**config.mk**
```make
export PLATFORM = sky130hd
export DESIGN_NAME = design_bist_sequencer
export DESIGN_NICKNAME = d
export VERILOG_FILES = /design/src/rtl/design_bist_sequencer.sv
export SDC_FILE = /design/constraint.sdc
export NUM_CORES = 1
export LEC_CHECK = 0
export CORE_MARGIN = 3
export CORE_UTILIZATION = 40
export CTS_BUF_LIST = sky130_fd_sc_hd__clkbuf_8
export CTS_CLUSTER_DIAMETER = 30
export CTS_CLUSTER_SIZE = 12
export DETAILED_ROUTE_END_ITERATION = 10
export PLACE_DENSITY = 0.6
export SKIP_LAST_GASP = 1
export SLEW_MARGIN = 0
export SYNTH_ARGS = -nofsm -noshare
export SYNTH_HDL_FRONTEND = slang
export SYNTH_SLANG_ARGS = --single-unit
```
**constraint.sdc**
```tcl
create_clock -name wb_clk_i -period 5.1 [get_ports wb_clk_i]
set_input_delay 0.765 -clock wb_clk_i [delete_from_list [all_inputs] [get_ports wb_clk_i]]
set_output_delay 0.765 -clock wb_clk_i [all_outputs]
set_load 0.02 [all_outputs]
```
**src/rtl/design_bist_sequencer.sv**
```systemverilog
// Built-in self-test sequencer for the multiplexed user designs.
// Firmware programs a design mask, reset pulse count, step count and a fixed
// input stimulus over Wishbone. For every selected design the sequencer takes
// over the multiplexer: it selects the design, pulses its clock while in reset,
// then steps it with reset released and folds each sampled output word into a
// 32-bit MISR. It parks in HOLD until firmware reads the signature.
module design_bist_sequencer #(
    parameter int NUM_DESIGNS = 12,
    parameter int ADDR_W      = 4,
    parameter int IO_W        = 27,
    parameter int CNT_W       = 16
) (
    input  logic                   wb_clk_i,
    input  logic                   wb_rst_n_i,
    input  logic [31:0]            wbs_adr_i,
    input  logic [31:0]            wbs_dat_i,
    output logic [31:0]            wbs_dat_o,
    input  logic                   wbs_we_i,
    input  logic                   wbs_cyc_i,
    input  logic                   wbs_stb_i,
    output logic                   wbs_ack_o,
    output logic                   ovr_en_o,
    output logic                   ovr_rst_o,
    output logic                   ovr_step_o,
    output logic                   ovr_clk_o,
    output logic [ADDR_W-1:0]      ovr_addr_o,
    output logic [IO_W-1:0]        ovr_io_o,
    input  logic [IO_W-1:0]        dso_cap_i,
    output logic                   done_o
);

    typedef enum logic [2:0] {
        ST_IDLE   = 3'd0,
        ST_SCAN   = 3'd1,
        ST_SELECT = 3'd2,
        ST_RESET  = 3'd3,
        ST_RUN    = 3'd4,
        ST_HOLD   = 3'd5
    } state_t;

    // One MISR compression step (CRC-32 polynomial feedback plus sample).
    function automatic logic [31:0] misr_step(input logic [31:0] sig, input logic [IO_W-1:0] cap);
        logic [31:0] fb;
        fb = sig[31] ? 32'h04C1_1DB7 : 32'h0000_0000;
        return {sig[30:0], 1'b0} ^ fb ^ {{(32-IO_W){1'b0}}, cap};
    endfunction

    // Index of the lowest set bit; the scan order is ascending design address.
    function automatic logic [ADDR_W-1:0] lowest_set(input logic [NUM_DESIGNS-1:0] vec);
        logic [ADDR_W-1:0] idx;
        idx = {ADDR_W{1'b0}};
        for (int i = NUM_DESIGNS - 1; i >= 0; i--) begin
            if (vec[i]) begin
                idx = ADDR_W'(i);
            end else begin
                idx = idx;
            end
        end
        return idx;
    endfunction

    // Wishbone handshake and decoded strobes
    logic                   ack_q;
    logic [31:0]            dat_q;
    logic [31:0]            rdata_s;
    logic                   wb_req_s;
    logic                   wb_wr_s;
    logic                   wb_rd_s;
    logic [2:0]             wb_off_s;
    logic                   start_s;
    logic                   abort_s;
    logic                   sig_rd_s;
    logic                   busy_s;
    logic                   unused_s;

    // Configuration registers
    logic [NUM_DESIGNS-1:0] mask_q, mask_d;
    logic [7:0]             rstc_q, rstc_d;
    logic [CNT_W-1:0]       step_q, step_d;
    logic [IO_W-1:0]        stim_q, stim_d;

    // Sequencer state
    state_t                 state_q, state_d;
    logic [NUM_DESIGNS-1:0] pending_q, pending_d;
    logic [ADDR_W-1:0]      cur_addr_q, cur_addr_d;
    logic [CNT_W-1:0]       cnt_q, cnt_d;
    logic [7:0]             rstc_lat_q, rstc_lat_d;
    logic [CNT_W-1:0]       step_lat_q, step_lat_d;
    logic [31:0]            misr_q, misr_d;
    logic [31:0]            misr_upd_s;
    logic [31:0]            sig_q, sig_d;
    logic                   sig_valid_q, sig_valid_d;
    logic                   done_q, done_d;
    logic                   ovr_en_q, ovr_en_d;
    logic                   ovr_rst_q, ovr_rst_d;
    logic                   ovr_clk_q, ovr_clk_d;
    logic [ADDR_W-1:0]      ovr_addr_q, ovr_addr_d;

    assign wb_req_s = wbs_cyc_i & wbs_stb_i & ~ack_q;
    assign wb_wr_s  = wb_req_s & wbs_we_i;
    assign wb_rd_s  = wb_req_s & ~wbs_we_i;
    assign wb_off_s = wbs_adr_i[4:2];
    assign start_s  = wb_wr_s & (wb_off_s == 3'd0) & wbs_dat_i[0];
    assign abort_s  = wb_wr_s & (wb_off_s == 3'd0) & wbs_dat_i[1];
    assign sig_rd_s = wb_rd_s & (wb_off_s == 3'd6);
    assign busy_s   = (state_q != ST_IDLE);
    assign unused_s = ^{wbs_adr_i[31:5], wbs_adr_i[1:0], wbs_dat_i[31:IO_W]};

    assign wbs_ack_o  = ack_q;
    assign wbs_dat_o  = dat_q;
    assign ovr_en_o   = ovr_en_q;
    assign ovr_step_o = ovr_en_q;
    assign ovr_rst_o  = ovr_rst_q;
    assign ovr_clk_o  = ovr_clk_q;
    assign ovr_addr_o = ovr_addr_q;
    assign ovr_io_o   = stim_q;
    assign done_o     = done_q;

    // Configuration writes; dropped while a sequence is running.
    always_comb begin
        mask_d = mask_q;
        rstc_d = rstc_q;
        step_d = step_q;
        stim_d = stim_q;
        if (wb_wr_s && !busy_s) begin
            case (wb_off_s)
                3'd1:    mask_d = wbs_dat_i[NUM_DESIGNS-1:0];
                3'd2:    rstc_d = wbs_dat_i[7:0];
                3'd3:    step_d = wbs_dat_i[CNT_W-1:0];
                3'd4:    stim_d = wbs_dat_i[IO_W-1:0];
                default: mask_d = mask_q;
            endcase
        end else begin
            mask_d = mask_q;
        end
    end

    // Read data mux; the signature read sees a signature completing this cycle.
    always_comb begin
        rdata_s = 32'h0000_0000;
        case (wb_off_s)
            3'd0:    rdata_s = {30'd0, busy_s, done_q};
            3'd1:    rdata_s = {{(32-NUM_DESIGNS){1'b0}}, mask_q};
            3'd2:    rdata_s = {24'd0, rstc_q};
            3'd3:    rdata_s = {{(32-CNT_W){1'b0}}, step_q};
            3'd4:    rdata_s = {{(32-IO_W){1'b0}}, stim_q};
            3'd5:    rdata_s = {{(32-ADDR_W-4){1'b0}}, sig_valid_q, cur_addr_q, state_q};
            3'd6:    rdata_s = sig_d;
            default: rdata_s = 32'h0000_0000;
        endcase
    end

    // Sequencer next-state and override output values.
    always_comb begin
        state_d     = state_q;
        pending_d   = pending_q;
        cur_addr_d  = cur_addr_q;
        cnt_d       = cnt_q;
        rstc_lat_d  = rstc_lat_q;
        step_lat_d  = step_lat_q;
        misr_d      = misr_q;
        misr_upd_s  = misr_q;
        sig_d       = sig_q;
        sig_valid_d = sig_valid_q;
        done_d      = done_q;
        ovr_en_d    = ovr_en_q;
        ovr_rst_d   = ovr_rst_q;
        ovr_clk_d   = ovr_clk_q;
        ovr_addr_d  = ovr_addr_q;

        if (abort_s) begin
            state_d    = ST_IDLE;
            cnt_d      = {CNT_W{1'b0}};
            done_d     = 1'b1;
            ovr_en_d   = 1'b0;
            ovr_rst_d  = 1'b0;
            ovr_clk_d  = 1'b0;
            ovr_addr_d = {ADDR_W{1'b0}};
        end else begin
            case (state_q)
                ST_IDLE: begin
                    if (start_s) begin
                        state_d    = ST_SCAN;
                        pending_d  = mask_q;
                        done_d     = 1'b0;
                        rstc_lat_d = rstc_q;
                        step_lat_d = step_q;
                    end else begin
                        state_d = ST_IDLE;
                    end
                end
                ST_SCAN: begin
                    if (pending_q != {NUM_DESIGNS{1'b0}}) begin
                        state_d    = ST_SELECT;
                        cur_addr_d = lowest_set(pending_q);
                        pending_d  = pending_q & (pending_q - {{(NUM_DESIGNS-1){1'b0}}, 1'b1});
                        cnt_d      = {CNT_W{1'b0}};
                        ovr_en_d   = 1'b1;
                        ovr_rst_d  = 1'b1;
                        ovr_clk_d  = 1'b0;
                        ovr_addr_d = lowest_set(pending_q);
                    end else begin
                        state_d    = ST_IDLE;
                        done_d     = 1'b1;
                        ovr_en_d   = 1'b0;
                        ovr_rst_d  = 1'b0;
                        ovr_clk_d  = 1'b0;
                        ovr_addr_d = {ADDR_W{1'b0}};
                    end
                end
                ST_SELECT: begin
                    // Two cycles so the multiplexer's address register settles.
                    if (cnt_q == {{(CNT_W-1){1'b0}}, 1'b1}) begin
                        state_d = ST_RESET;
                        cnt_d   = {CNT_W{1'b0}};
                    end else begin
                        cnt_d = cnt_q + {{(CNT_W-1){1'b0}}, 1'b1};
                    end
                end
                ST_RESET: begin
                    if (ovr_clk_q) begin
                        ovr_clk_d = 1'b0;
                        cnt_d     = cnt_q + {{(CNT_W-1){1'b0}}, 1'b1};
                    end else if (cnt_q == {{(CNT_W-8){1'b0}}, rstc_lat_q}) begin
                        state_d   = ST_RUN;
                        ovr_rst_d = 1'b0;
                        cnt_d     = {CNT_W{1'b0}};
                        misr_d    = 32'hFFFF_FFFF;
                    end else begin
                        ovr_clk_d = 1'b1;
                    end
                end
                ST_RUN: begin
                    if (ovr_clk_q) begin
                        ovr_clk_d = 1'b0;
                        cnt_d     = cnt_q + {{(CNT_W-1){1'b0}}, 1'b1};
                    end else begin
                        // Low cycle after a completed pulse: capture the design outputs.
                        if (cnt_q != {CNT_W{1'b0}}) begin
                            misr_upd_s = misr_step(misr_q, dso_cap_i);
                        end else begin
                            misr_upd_s = misr_q;
                        end
                        misr_d = misr_upd_s;
                        if (cnt_q == step_lat_q) begin
                            state_d     = ST_HOLD;
                            sig_d       = misr_upd_s;
                            sig_valid_d = 1'b1;
                            ovr_rst_d   = 1'b1;
                        end else begin
                            ovr_clk_d = 1'b1;
                        end
                    end
                end
                ST_HOLD: begin
                    if (!sig_valid_q || sig_rd_s) begin
                        state_d = ST_SCAN;
                    end else begin
                        state_d = ST_HOLD;
                    end
                end
                default: begin
                    state_d   = ST_IDLE;
                    ovr_en_d  = 1'b0;
                    ovr_rst_d = 1'b0;
                    ovr_clk_d = 1'b0;
                end
            endcase
        end

        if (sig_rd_s) begin
            sig_valid_d = 1'b0;
        end else begin
            sig_valid_d = sig_valid_d;
        end
    end

    // Wishbone ack and registered read data.
    always_ff @(posedge wb_clk_i or negedge wb_rst_n_i) begin
        if (!wb_rst_n_i) begin
            ack_q <= 1'b0;
            dat_q <= 32'h0000_0000;
        end else begin
            ack_q <= wb_req_s;
            dat_q <= wb_rd_s ? rdata_s : 32'h0000_0000;
        end
    end

    // Configuration register storage.
    always_ff @(posedge wb_clk_i or negedge wb_rst_n_i) begin
        if (!wb_rst_n_i) begin
            mask_q <= {NUM_DESIGNS{1'b0}};
            rstc_q <= 8'd1;
            step_q <= {{(CNT_W-1){1'b0}}, 1'b1};
            stim_q <= {IO_W{1'b0}};
        end else begin
            mask_q <= mask_d;
            rstc_q <= rstc_d;
            step_q <= step_d;
            stim_q <= stim_d;
        end
    end

    // Sequencer state and override output registers.
    always_ff @(posedge wb_clk_i or negedge wb_rst_n_i) begin
        if (!wb_rst_n_i) begin
            state_q     <= ST_IDLE;
            pending_q   <= {NUM_DESIGNS{1'b0}};
            cur_addr_q  <= {ADDR_W{1'b0}};
            cnt_q       <= {CNT_W{1'b0}};
            rstc_lat_q  <= 8'd0;
            step_lat_q  <= {CNT_W{1'b0}};
            misr_q      <= 32'h0000_0000;
            sig_q       <= 32'h0000_0000;
            sig_valid_q <= 1'b0;
            done_q      <= 1'b0;
            ovr_en_q    <= 1'b0;
            ovr_rst_q   <= 1'b0;
            ovr_clk_q   <= 1'b0;
            ovr_addr_q  <= {ADDR_W{1'b0}};
        end else begin
            state_q     <= state_d;
            pending_q   <= pending_d;
            cur_addr_q  <= cur_addr_d;
            cnt_q       <= cnt_d;
            rstc_lat_q  <= rstc_lat_d;
            step_lat_q  <= step_lat_d;
            misr_q      <= misr_d;
            sig_q       <= sig_d;
            sig_valid_q <= sig_valid_d;
            done_q      <= done_d;
            ovr_en_q    <= ovr_en_d;
            ovr_rst_q   <= ovr_rst_d;
            ovr_clk_q   <= ovr_clk_d;
            ovr_addr_q  <= ovr_addr_d;
        end
    end

endmodule

```
==> impl_metrics.csv <==
group,metric,value,unit
status,status,"completed",
setup_path,end_kind,"flip-flop",
power_and_ir_drop,swShare,36.34,%
final_layout,layout-drive-gt1-share,20.36,%
power_and_ir_drop,p_leak,6.409,nW
timing,period_share,71.01,%
die,core-area,27100,um2
power_and_ir_drop,intPower,5.003,mW
timing,fin_skew,0.03279,ns
die,rows,60,
clock_network,cts_buffer_depth,3,
die,die_w,172.3,um
setup_path,worst_path_largest_cell_delay,1.26,ns
timing,worst_slew_pin_slew,1.102,ns
place,gp_congestion,0.8209,
final_layout,n_antenna_cell,0,
synthesis,ys_warn_count,0,
global_route,antenna_found_initial,0,
synthesis,ys_seq_area_share,51.61,%
timing,hold_viol,0,
clock_network,postCtsResizedCells,0,
drt,viasPerCell,5.324,
global_route,grt_overflow_total,0,
power_and_ir_drop,combPwrFrac,33.7,%
final_layout,final_util,51.66,%
die,die_y,172.3,um
synthesis,netlist_area,11060,um2
place,portBuffers,130,
setup_path,slowest_stage,"or4_2",
clock_network,cts_root_buffer,"clkbuf_8",
drt,ant_nets,0,
drt,drc_errors,0,
setup_path,reg2regPathDepth,6,
drt,firstDrtPassIters,5,
hold_path,hp-class,"in2async",
setup_path,rrSetupSlack,1.48,ns
clock_network,numCtsBuffers,52,
synthesis,ys_seq_elements,228,
drt,wl,30.25,mm
die,start_util,40.81,%
setup_path,r2r_end,"wbs_dat_o[23]",
drt,wl_met3,1.656,mm
drt,wl_met2,13.73,mm
synthesis,synthCells,988,
power_and_ir_drop,ir_drop,0.2419,mV
place,dp_hpwl,20.80,mm
clock_network,cts_max_level,2,
drt,routed.top_layer,"met4",
final_layout,num-nets-final,1230,
setup_path,path_max_fanout,33,
timing,worst_slew_margin_rel,26.50,%
final_layout,final_cell_area,14000,um2
global_route,grt_pass1_wl,47.84,mm
clock_network,clock_latency,0.57,ns
drt,via_count,8204,
global_route,grt_max_degree,118,
timing,fmax,276.1,MHz
power_and_ir_drop,p_clk_share,31.6,%
timing,period_needed,3.621,ns
synthesis,synth_ff_type,"dfrtp_1",
power_and_ir_drop,p_switching,2.856,mW
run,drv_cap,0,
clock_network,cts_setup_buffers,0,
die,die-area,29680,um2
clock_network,clock_sinks,228,
setup_path,setup.worst_path.class,"reg2reg",
power_and_ir_drop,power_frac_seq,34.7,%
final_layout,most-common-layout-cells,"226 x dfrtp_1, 129 x clkdlybuf4s50_1, 81 x mux2_2, 66 x nand2_1, 61 x nor2_1",
setup_path,path_cells,"xor2_1, nor4_1, nand4_1, or4_2, mux2_1, a22o_1",
timing,tns,0,ns
clock_network,path_clk_slew,0.06,ns
synthesis,synthArstFlopShare,100.0,%
global_route,grt_usage,20.81,%
global_route,grt_pass1_vias,8283,
clock_network,cts_hold_buf,0,
place,placed_cell_area,12730,um2
drt,drt_iter0_drc,497,
final_layout,final_common_cell,"dfrtp_1",
drt,met1Wirelength,14.29,mm
synthesis,synth.distinct_cells,66,
timing,slew_viol_final,0,
setup_path,required,5.55,ns
final_layout,nFillCells,2476,
timing,grt_setup_unrepaired,"no",
setup_path,regToRegStartpoint,"cnt_q[0]",
synthesis,synth_edf_count,0,
synthesis,synthesis.nets,1091,
die,io-pin-count,165,
power_and_ir_drop,p_per_area,561.3,nW/um2
synthesis,syn_area_per_cell,11.19,um2
final_layout,regArea,5708,um2
setup_path,cp.arrival,4.07,ns
timing,setup-violations-final,0,
final_layout,multiInputGateArea,4938,um2
setup_path,startpoint_type,"flip-flop",
drt,wire_per_inst,19.63,um
final_layout,areaGrowthSynthToFinish,26.59,%
clock_network,cts_tree,"built",
worst max-delay path by stage:
| stage | startpoint | to | slack (ns) | depth (start not counted) |
|---|---|---|---|---|
| after floorplan | wbs_adr_i[2] | rstc_lat_q[2] | 2.39 | 7 |
| after global placement | wbs_adr_i[2] | pending_q[5] | 1.31 | 8 |
| after detailed placement | wbs_adr_i[2] | pending_q[5] | 1.30 | 8 |
| after CTS | cnt_q[0] | wbs_dat_o[23] | 1.47 | 6 |
| after global routing | cnt_q[0] | wbs_dat_o[23] | 1.29 | 6 |
| final | cnt_q[0] | wbs_dat_o[23] | 1.48 | 6 |
power by group through the flow:
stage	Combinational, mW	Sequential [mW]	Clock (mW)
CTS	2.66	2.72	2.54
detailed placement	2.63	2.74	0
finish	2.65	2.73	2.48
global route	2.93	2.79	2.64
global placement	2.60	2.73	0
floorplan	1.82	2.68	0
final cells by class:
| class | count | share of cell area (%) |
|---|---|---|
| flip-flops and latches | 228 | 40.77 |
| multi-input cells | 654 | 35.28 |
| repair buffers | 148 | 10.39 |
| clock buffers | 58 | 5.702 |
| clock inverters | 38 | 3.387 |
| well taps | 372 | 3.325 |
| inverters | 43 | 1.153 |
cell families after synthesis:
kind of cell               after synthesis  share of synthesized area (%)
DFF                                    228                          51.61
xor gates and xnor gates                64                          5.068
muxes                                  142                          15.04
buffers and inverters                  106                          4.118
and+or+nand+nor                        224                          10.27
adders and majority gates                7                         0.7919
AOI/OAI and AO/OA                      217                          13.10
sequential cells by signal (all words and copies together), names as in the netlist:
signal,count
ovr_clk_o,1
ovr_en_o,1
ovr_rst_o,1
step_lat_q,16
wbs_dat_o,32
pending_q,12
cur_addr_q,4
wbs_ack_o,1
sig_q,32
ovr_addr_o,4
misr_q,32
state_q,3
cnt_q,16
mask_q,12
rstc_lat_q,8
rstc_q,8
done_o,1
step_q,16
sig_valid_q,1
ovr_io_o,27
through the flow:
stage          setup WS (ns)  hold slack [ns]  power, mW  instances
2_1_floorplan          2.390           0.4495      4.500        988
3_5_place_dp           1.303           0.4816      5.380       1445
3_3_place_gp           1.305           0.4769      5.333       1445
6_report               1.479           0.3046      7.859       1541
4_1_cts                1.471           0.3268      7.918       1541
5_1_grt                1.291           0.3607      8.362       1541
synthesized netlist by cell type (all sizes together) (4+ instances only):
master	instances	share of area, %
nor4	13	0.96
nor3b	6	0.41
nor3	16	0.72
xor2	35	2.8
a32oi	4	0.32
o2bb2ai	11	0.87
buf	18	1.1
nor2	62	2.1
a32o	4	0.36
nor2b	5	0.28
a211oi	8	0.54
nand2	66	2.2
or4	5	0.34
mux2	120	13
clkbuf	45	1.5
a21oi	60	2.7
a21o	7	0.48
nand4	10	0.57
dfrtp	226	51
o22a	9	0.71
o31ai	5	0.34
xnor2	29	2.3
a31oi	6	0.34
inv	43	1.5
nand3	13	0.59
a22o	18	1.4
and4	6	0.48
o21ai	51	2.3
o22ai	6	0.68
a22oi	10	0.68
mux2i	21	1.9
o211ai	5	0.34
ha	7	0.79
critical path: cells and delay by family, from the launching register on:
kind | cells | cell delay, ns
xor gates and xnor gates | 1 | 0.23
DFF | 1 | 0.47
AOI/OAI and AO/OA | 1 | 0.21
muxes | 1 | 0.52
and+or+nand+nor | 3 | 2.07
per-layer routing:
layer	global-route usage (%)	vias up
met5	0	-
met4	5.588	0
met3	3.978	39
met2	32.04	235
li1	-	3824
met1	30.26	4106
(Power assumes the default switching activity.)
